**src/rtl/write_txn_arbiter_if.sv**
```systemverilog
// Signal bundle between the two write masters' request side and the write
// transaction arbiter: AW requests, granted-path handshakes, grant/route/status.
interface write_txn_arbiter_if;
   logic        AWVALID_M0;
   logic        AWVALID_M1;
   logic [31:0] AWADDR_M0;
   logic [31:0] AWADDR_M1;
   logic        aw_hs;
   logic        w_hs;
   logic        wlast;
   logic        b_hs;
   logic [1:0]  grant;
   logic [4:0]  slave_sel;
   logic        busy;
   logic        timeout;

   modport master (
      output AWVALID_M0, AWVALID_M1, AWADDR_M0, AWADDR_M1,
      output aw_hs, w_hs, wlast, b_hs,
      input  grant, slave_sel, busy, timeout
   );

   modport slave (
      input  AWVALID_M0, AWVALID_M1, AWADDR_M0, AWADDR_M1,
      input  aw_hs, w_hs, wlast, b_hs,
      output grant, slave_sel, busy, timeout
   );
endinterface

```
**src/rtl/write_txn_arbiter.sv**
```systemverilog
// Two-master write transaction arbiter: round-robin AW grant, address decode to
// a one-hot slave route held for the whole transaction, and a DATA/RESP watchdog.
module write_txn_arbiter #(
   parameter int unsigned TIMEOUT = 255
) (
   input logic                clk,
   input logic                rst,
   write_txn_arbiter_if.slave bus
);

   typedef enum logic [1:0] {
      IDLE = 2'd0,
      ADDR = 2'd1,
      DATA = 2'd2,
      RESP = 2'd3
   } state_t;

   localparam logic [7:0] WD_LIMIT = 8'(TIMEOUT);
   localparam logic [7:0] WD_MAX   = 8'hFF;

   state_t     state_q, state_d;
   logic       ptr_q, ptr_d;
   logic [1:0] grant_q, grant_d;
   logic [4:0] sel_q, sel_d;
   logic [7:0] wd_q, wd_d;
   logic       pick_m1;
   logic       wd_expired;
   logic       busy_o;
   logic       timeout_o;

   function automatic logic [4:0] decode_slave(input logic [31:0] addr);
      logic [4:0] sel;
      if (addr[31:14] == 18'd0)              sel = 5'b00001;
      else if (addr[31:16] == 16'h0001)      sel = 5'b00010;
      else if (addr[31:16] == 16'h0002)      sel = 5'b00100;
      else if (addr[31:10] == 22'h04_0000)   sel = 5'b01000;
      else                                   sel = 5'b10000;
      return sel;
   endfunction

   // The watchdog only aborts once the write burst is under way.
   assign wd_expired = ((state_q == DATA) || (state_q == RESP)) && (wd_q == WD_LIMIT);

   always_ff @(posedge clk) begin
      if (!rst) begin
         state_q <= IDLE;
         ptr_q   <= 1'b0;
         grant_q <= 2'b00;
         sel_q   <= 5'b00000;
         wd_q    <= 8'd0;
      end else begin
         state_q <= state_d;
         ptr_q   <= ptr_d;
         grant_q <= grant_d;
         sel_q   <= sel_d;
         wd_q    <= wd_d;
      end
   end

   always_comb begin
      state_d = state_q;
      ptr_d   = ptr_q;
      grant_d = grant_q;
      sel_d   = sel_q;
      wd_d    = wd_q;
      pick_m1 = ptr_q ? bus.AWVALID_M1 : ~bus.AWVALID_M0;

      unique case (state_q)
         IDLE: begin
            if (bus.AWVALID_M0 | bus.AWVALID_M1) begin
               state_d = ADDR;
               grant_d = pick_m1 ? 2'b10 : 2'b01;
               sel_d   = decode_slave(pick_m1 ? bus.AWADDR_M1 : bus.AWADDR_M0);
               ptr_d   = ~pick_m1;
            end
         end
         ADDR: begin
            if (bus.aw_hs) state_d = DATA;
         end
         DATA: begin
            if (wd_expired)                   state_d = IDLE;
            else if (bus.w_hs & bus.wlast)    state_d = RESP;
         end
         RESP: begin
            if (wd_expired | bus.b_hs) state_d = IDLE;
         end
         default: state_d = IDLE;
      endcase

      if ((state_q != IDLE) && (state_d == IDLE)) begin
         grant_d = 2'b00;
         sel_d   = 5'b00000;
      end

      // Any state change or write beat restarts the idle-handshake count.
      if ((state_d != state_q) || (state_q == IDLE) || bus.w_hs) wd_d = 8'd0;
      else if (wd_q != WD_MAX)                                     wd_d = wd_q + 8'd1;
   end

   always_comb begin
      busy_o    = (state_q != IDLE);
      timeout_o = wd_expired & rst;
   end

   assign bus.grant     = grant_q;
   assign bus.slave_sel = sel_q;
   assign bus.busy      = busy_o;
   assign bus.timeout   = timeout_o;

endmodule

```
**src/flat_wrapper.sv**
```systemverilog
// flat-port wrapper written by rule: the top's interface ports become plain ports
module write_txn_arbiter_flat 
#(
   parameter int unsigned TIMEOUT = 255
)
  (clk, rst, bus_AWVALID_M0, bus_AWVALID_M1, bus_AWADDR_M0, bus_AWADDR_M1, bus_aw_hs, bus_w_hs, bus_wlast, bus_b_hs, bus_grant, bus_slave_sel, bus_busy, bus_timeout);
  write_txn_arbiter_if bus_i ();
  input logic clk;
  input logic rst;
  input wire logic [$bits(bus_i.AWVALID_M0)-1:0] bus_AWVALID_M0;
  input wire logic [$bits(bus_i.AWVALID_M1)-1:0] bus_AWVALID_M1;
  input wire logic [$bits(bus_i.AWADDR_M0)-1:0] bus_AWADDR_M0;
  input wire logic [$bits(bus_i.AWADDR_M1)-1:0] bus_AWADDR_M1;
  input wire logic [$bits(bus_i.aw_hs)-1:0] bus_aw_hs;
  input wire logic [$bits(bus_i.w_hs)-1:0] bus_w_hs;
  input wire logic [$bits(bus_i.wlast)-1:0] bus_wlast;
  input wire logic [$bits(bus_i.b_hs)-1:0] bus_b_hs;
  output wire logic [$bits(bus_i.grant)-1:0] bus_grant;
  output wire logic [$bits(bus_i.slave_sel)-1:0] bus_slave_sel;
  output wire logic [$bits(bus_i.busy)-1:0] bus_busy;
  output wire logic [$bits(bus_i.timeout)-1:0] bus_timeout;
  assign bus_i.AWVALID_M0 = bus_AWVALID_M0;
  assign bus_i.AWVALID_M1 = bus_AWVALID_M1;
  assign bus_i.AWADDR_M0 = bus_AWADDR_M0;
  assign bus_i.AWADDR_M1 = bus_AWADDR_M1;
  assign bus_i.aw_hs = bus_aw_hs;
  assign bus_i.w_hs = bus_w_hs;
  assign bus_i.wlast = bus_wlast;
  assign bus_i.b_hs = bus_b_hs;
  assign bus_grant = bus_i.grant;
  assign bus_slave_sel = bus_i.slave_sel;
  assign bus_busy = bus_i.busy;
  assign bus_timeout = bus_i.timeout;
  write_txn_arbiter #(.TIMEOUT(TIMEOUT)) u_core (.clk(clk), .rst(rst), .bus(bus_i));
endmodule
```
**config.mk**
```make
export PLATFORM = sky130hd
export DESIGN_NAME = write_txn_arbiter_flat
export DESIGN_NICKNAME = d
export VERILOG_FILES = /design/src/rtl/write_txn_arbiter_if.sv /design/src/rtl/write_txn_arbiter.sv /design/src/flat_wrapper.sv
export SDC_FILE = /design/constraint.sdc
export NUM_CORES = 1
export LEC_CHECK = 0
export ABC_AREA = 0
export BUFFER_PORTS_ARGS = -buffer_cell sky130_fd_sc_hd__buf_4
export CAP_MARGIN = 10
export CORE_MARGIN = 2
export CORE_UTILIZATION = 38
export CTS_BUF_LIST = sky130_fd_sc_hd__clkbuf_16
export DETAILED_ROUTE_END_ITERATION = 8
export GPL_TIMING_DRIVEN = 0
export PLACE_DENSITY = 0.77
export SYNTH_ARGS = -nofsm -noshare
export SYNTH_HDL_FRONTEND = slang
export SYNTH_SLANG_ARGS = --single-unit
```
**constraint.sdc**
```tcl
create_clock -name clk -period 2.7 [get_ports clk]
set_input_delay 0.675 -clock clk [delete_from_list [all_inputs] [get_ports clk]]
set_output_delay 0.675 -clock clk [all_outputs]
set_load 0.02 [all_outputs]
```
After elaboration in Yosys (flattened, before gate mapping)
Cells that the tools add are included.
{"block": "op_classes", "mux": 13, "bitwise": 7, "n_eq_ne": 9, "addsub": 1, "n_reduce_logical": 12}
{"op": "$mux W32", "count": 1}
{"op": "$eq A22 B19 Y1 const B", "count": 1}
{"op": "$mux W5", "count": 4}
{"op": "$logic_not A18 Y1", "count": 1}
{"op": "$eq A16 B1 Y1 const B", "count": 1}
{"op": "$eq A16 B2 Y1 const B", "count": 1}
{"op": "$mux W2", "count": 6}
{"op": "$add A8 B1 Y8 const B", "count": 1}
{"op": "$eq A8 B8 Y1 const B", "count": 1}
{"op": "$ne A8 B8 Y1 const B", "count": 1}
{"op": "$pmux W2 S4", "count": 1}
{"op": "$eq A2 B2 Y1 const B", "count": 2}
{"op": "$logic_not A2 Y1", "count": 2}
{"op": "$reduce_or A2 Y1", "count": 2}
{"op": "$logic_or A1 B1 Y1", "count": 3}
{"op": "$not A1 Y1", "count": 3}
{"op": "$and A1 B1 Y1", "count": 2}
{"op": "$eq A2 B1 Y1 const B", "count": 1}
{"op": "$logic_and A1 B1 Y1", "count": 2}
{"op": "$ne A2 B2 Y1", "count": 1}
{"op": "$or A1 B1 Y1", "count": 2}
{"op": "$reduce_and A2 Y1", "count": 1}
{"op": "$reduce_bool A2 Y1", "count": 1}
{"op": "$mux W1", "count": 1}
{"block": "totals", "out_inout_bits": 9, "elab_cells": 47, "ff_bits": 18, "inputBits": 72}

Depth between registers and ports, before layout
{"block": "logic_depth", "word_depth": 10, "mapped_depth": 7, "mapped_depth_nobuf": 6}

Least setup slack after synthesis
No wires, ideal clock.
{"block": "synth_path", "path_type": "flip-flop to output port", "startpoint": "register u_core.wd_q[0]", "endpoint": "output bus_timeout", "required_ns": 2.025, "path_buffers": 1, "arrival_time_ns": 1.290, "path_slack_ns": 0.735, "stages_incl_launch_ff": 6, "cell_sequence": "dfxtp_1 -> ha_1 -> and4_1 -> buf_6 -> nand2_2 -> nor2_1"}
{"block": "synth_between", "elab_chain_len": 3}
{"element": "start: declaration", "line": "write_txn_arbiter.sv:25", "text": "logic [7:0] wd_q, wd_d;"}
{"element": "start signal: assignment", "line": "write_txn_arbiter.sv:56", "text": "wd_q <= wd_d;"}
{"element": "$eq A8 B8 Y1", "line": "write_txn_arbiter.sv:42", "text": "assign wd_expired = ((state_q == DATA) || (state_q == RESP)) && (wd_q == WD_LIMIT);"}
{"element": "$logic_and A1 B1 Y1", "line": "write_txn_arbiter.sv:42"}
{"element": "$and A1 B1 Y1", "line": "write_txn_arbiter.sv:102", "text": "timeout_o = wd_expired & rst;"}
{"element": "end: declaration", "line": "flat_wrapper.sv:21", "text": "output wire logic [$bits(bus_i.timeout)-1:0] bus_timeout;"}
No other way between the ends.

Worst setup path after layout
Same ends and word-level chain as after synthesis.

==> results.cfg <==
[detailed_routing]
drt-total-wl_mm = 2.87
detail-route-antenna-nets = 0
first_pass_iters = 4
wl_per_cell_um = 12.6
vias = 1244
avgViaCountPerCell = 5.46
drc = 0
dr.first_iter.drc_count = 8

[cts]
cts_tree = done
cts_resized = 0
cts_setup_buffers = 0
htreeDepth = 1
cts_made_buffers = 3
holdBufCountCts = 0
clk-insertion-delay-late_ns = 0.25
path_clk_slew_ns = 0.05
clkSinkCount = 18
cts_buffer_depth = 2
cts-root-buf = clkbuf_16

[global_routing]
grt_pass1_wl_mm = 4.58
grt-ovfl-total = 0
antenna_found_initial = 0
grt_pass1_vias = 1144
track_usage = 0.172
grt_max_degree = 11

[pwr]
combPwrFrac = 0.231
power_w = 0.000757
p_switching_w = 0.000187
powerDensity_nw_per_um2 = 461
seqPwrFrac = 0.385
p_sw_frac = 0.248
irDropWorstVdd_mv = 0.351
power_frac_clock = 0.383
total_leakage_power_nw = 0.735
p_int_w = 0.000569

[final_layout]
drive_gt1_frac = 0.365
antenna-diode-count = 0
fillers = 261
area_delta_synth_final_pct = 52.9
final_nets = 271

[logic_synthesis]
syn-num-nets = 206
synth.cell_area_um2 = 1070
ys.flop_type = dfxtp_1
yosysSeqAreaShare = 0.335
postSynthAreaPerCell_um2 = 8.08
netlist-cell-type-count = 41
synth-seq-cells = 18
synth_warnings = 0
synth_edf_count = 0
synth_area_leaders = dfxtp_1 34%, a21oi_1 5.6%, nand2_1 5.6%
synthCells = 133
yosysTopAreaCell = dfxtp_1
netlist.area_leader.share = 0.335
ys_async_sr_fraction = 0

[sta]
relSlewSlack = 0.565
tightestPinTransition_ns = 0.648
setup-violations-final = 0
fmax_mhz = 435
slew_viol_final = 0
finalCritPeriodShare = 0.852
min_period_ns = 2.30
rsz0062_at_grt = false
setup-tns-final_ns = 0
final-hold-violation-count = 0
fin_ws_ns = 0.400
clock_skew_ns = 0.000846

[outcome]
outcome = finished clean

[critical_path]
critPathMaxFanout = 7
critPathKind = reg2out
worstPathArrival_ns = 1.63
cp-start-kind = register
end_kind = output pin
worstPathRequired_ns = 2.03

[die]
core_um2 = 2710
ioPinCount = 81
start_util = 0.397
dieArea_um2 = 3270
fp.dieH_um = 57.2
rows = 19
die-width_um = 57.2

[placement]
globalplace.congestion = 0.805
hpwl_mm = 2.36
portBuffers = 60
dpl_worst_slack_ns = 0.532

[job]
cap_viol_max_count = 0

[worst_hold_path]
hold_class = reg2reg
registers in the layout, indices dropped and copies added (netlist names):
signal / count
u_core.wd_q: 8
u_core.bus.slave_sel: 5
u_core.bus.grant: 2
u_core.state_q: 2
u_core.ptr_q: 1
area by class of cell:
cell class / count / area (µm²) / share of cell area
Multi-Input combinational cell: 112 / 696 / 0.423
Timing Repair Buffer: 60 / 450 / 0.274
Sequential cell: 18 / 360 / 0.219
Clock buffer: 3 / 75.1 / 0.0457
Tap cell: 31 / 38.8 / 0.0236
Buffer: 1 / 11.3 / 0.00685
Inverter: 2 / 7.51 / 0.00457
Clock inverter: 1 / 3.75 / 0.00228
power groups by stage:
stage	combinational [W]	clock, W	sequential [W]
6_report	0.000175	0.000290	0.000291
2_1_floorplan	0.0000782	0	0.000301
3_5_place_dp	0.000176	0	0.000296
3_3_place_gp	0.000170	0	0.000295
4_1_cts	0.000176	0.000300	0.000291
5_1_grt	0.000193	0.000306	0.000293
kinds of logic (layout without fill, tap and decap cells):
logic type,after synthesis,in the layout,synth area share
compound gates,33,33,0.222
xor+xnor,4,4,0.0326
fa+ha+maj,1,1,0.0116
buf+inv,3,67,0.0175
flops,18,18,0.335
mux,7,7,0.0675
simple gates,67,67,0.313
metrics by stage:
step | cell area, µm² | util | std cells | hold WS (ns)
after floorplan | 1070 | - | 133 | 0.456
after global placement | 1560 | 0.577 | 224 | 0.446
after detailed placement | 1560 | 0.577 | 224 | 0.450
after CTS | 1640 | 0.606 | 228 | 0.457
after global routing | 1640 | 0.606 | 228 | 0.495
final | 1640 | 0.606 | 228 | 0.452
cells in the final DEF (no fill, tap or decap), drive strengths merged, types with 2 or more instances in the layout:
master / count
buf: 61
dfxtp: 18
nand2: 17
nor2: 16
a21oi: 12
nand3: 6
o21ai: 6
mux2i: 5
nor4: 5
nor3: 5
and3: 4
xnor2: 3
clkbuf: 3
inv: 2
a31oi: 2
and2: 2
a211oi: 2
nand2b: 2
or4: 2
nor2b: 2
nand4: 2
mux2: 2
cell usage after synthesis (2+ instances only):
cell type and count:
dfxtp_1 18, nor4_1 5, nor2_1 16, nand2_1 16, a21oi_1 12, mux2_2 2
or4_1 2, inv_1 2, nor2b_1 2, a31oi_1 2, nand3_1 6, and2_1 2
a211oi_2 2, and3_1 4, nand2b_1 2, nand4_1 2, mux2i_1 5, nor3_1 5
xnor2_1 3, o21ai_0 4
per-layer routing:
| metal | vias up | wire length [µm] | global-route usage |
|---|---|---|---|
| met2 | 50 | 1400 | 0.317 |
| met1 | 564 | 1100 | 0.187 |
| met3 | 5 | 326 | 0.0431 |
| li1 | 625 | - | - |
| met4 | 0 | 41 | 0.0698 |
| met5 | - | 0 | 0 |
critical path: stages, from the launching register on:
cell,delay (ns)
dfxtp_1,0.36
ha_1,0.24
and4_1,0.23
buf_6,0.13
nand2_2,0.11
nor2_1,0.15
buf_4,0.15
worst paths after layout:
kind | start | cells past startpoint | slack, ns | endpoint
max | u_core.wd_q[0] | 6 | 0.40 | bus_timeout
max reg2reg | u_core.wd_q[0] | 7 | 0.65 | u_core.wd_q[4]
min reg2reg | u_core.bus.grant[1] | 2 | 0.45 | u_core.bus.grant[1]
min | u_core.bus.grant[1] | 2 | 0.45 | u_core.bus.grant[1]
Power figures use the tool's default switching activity.
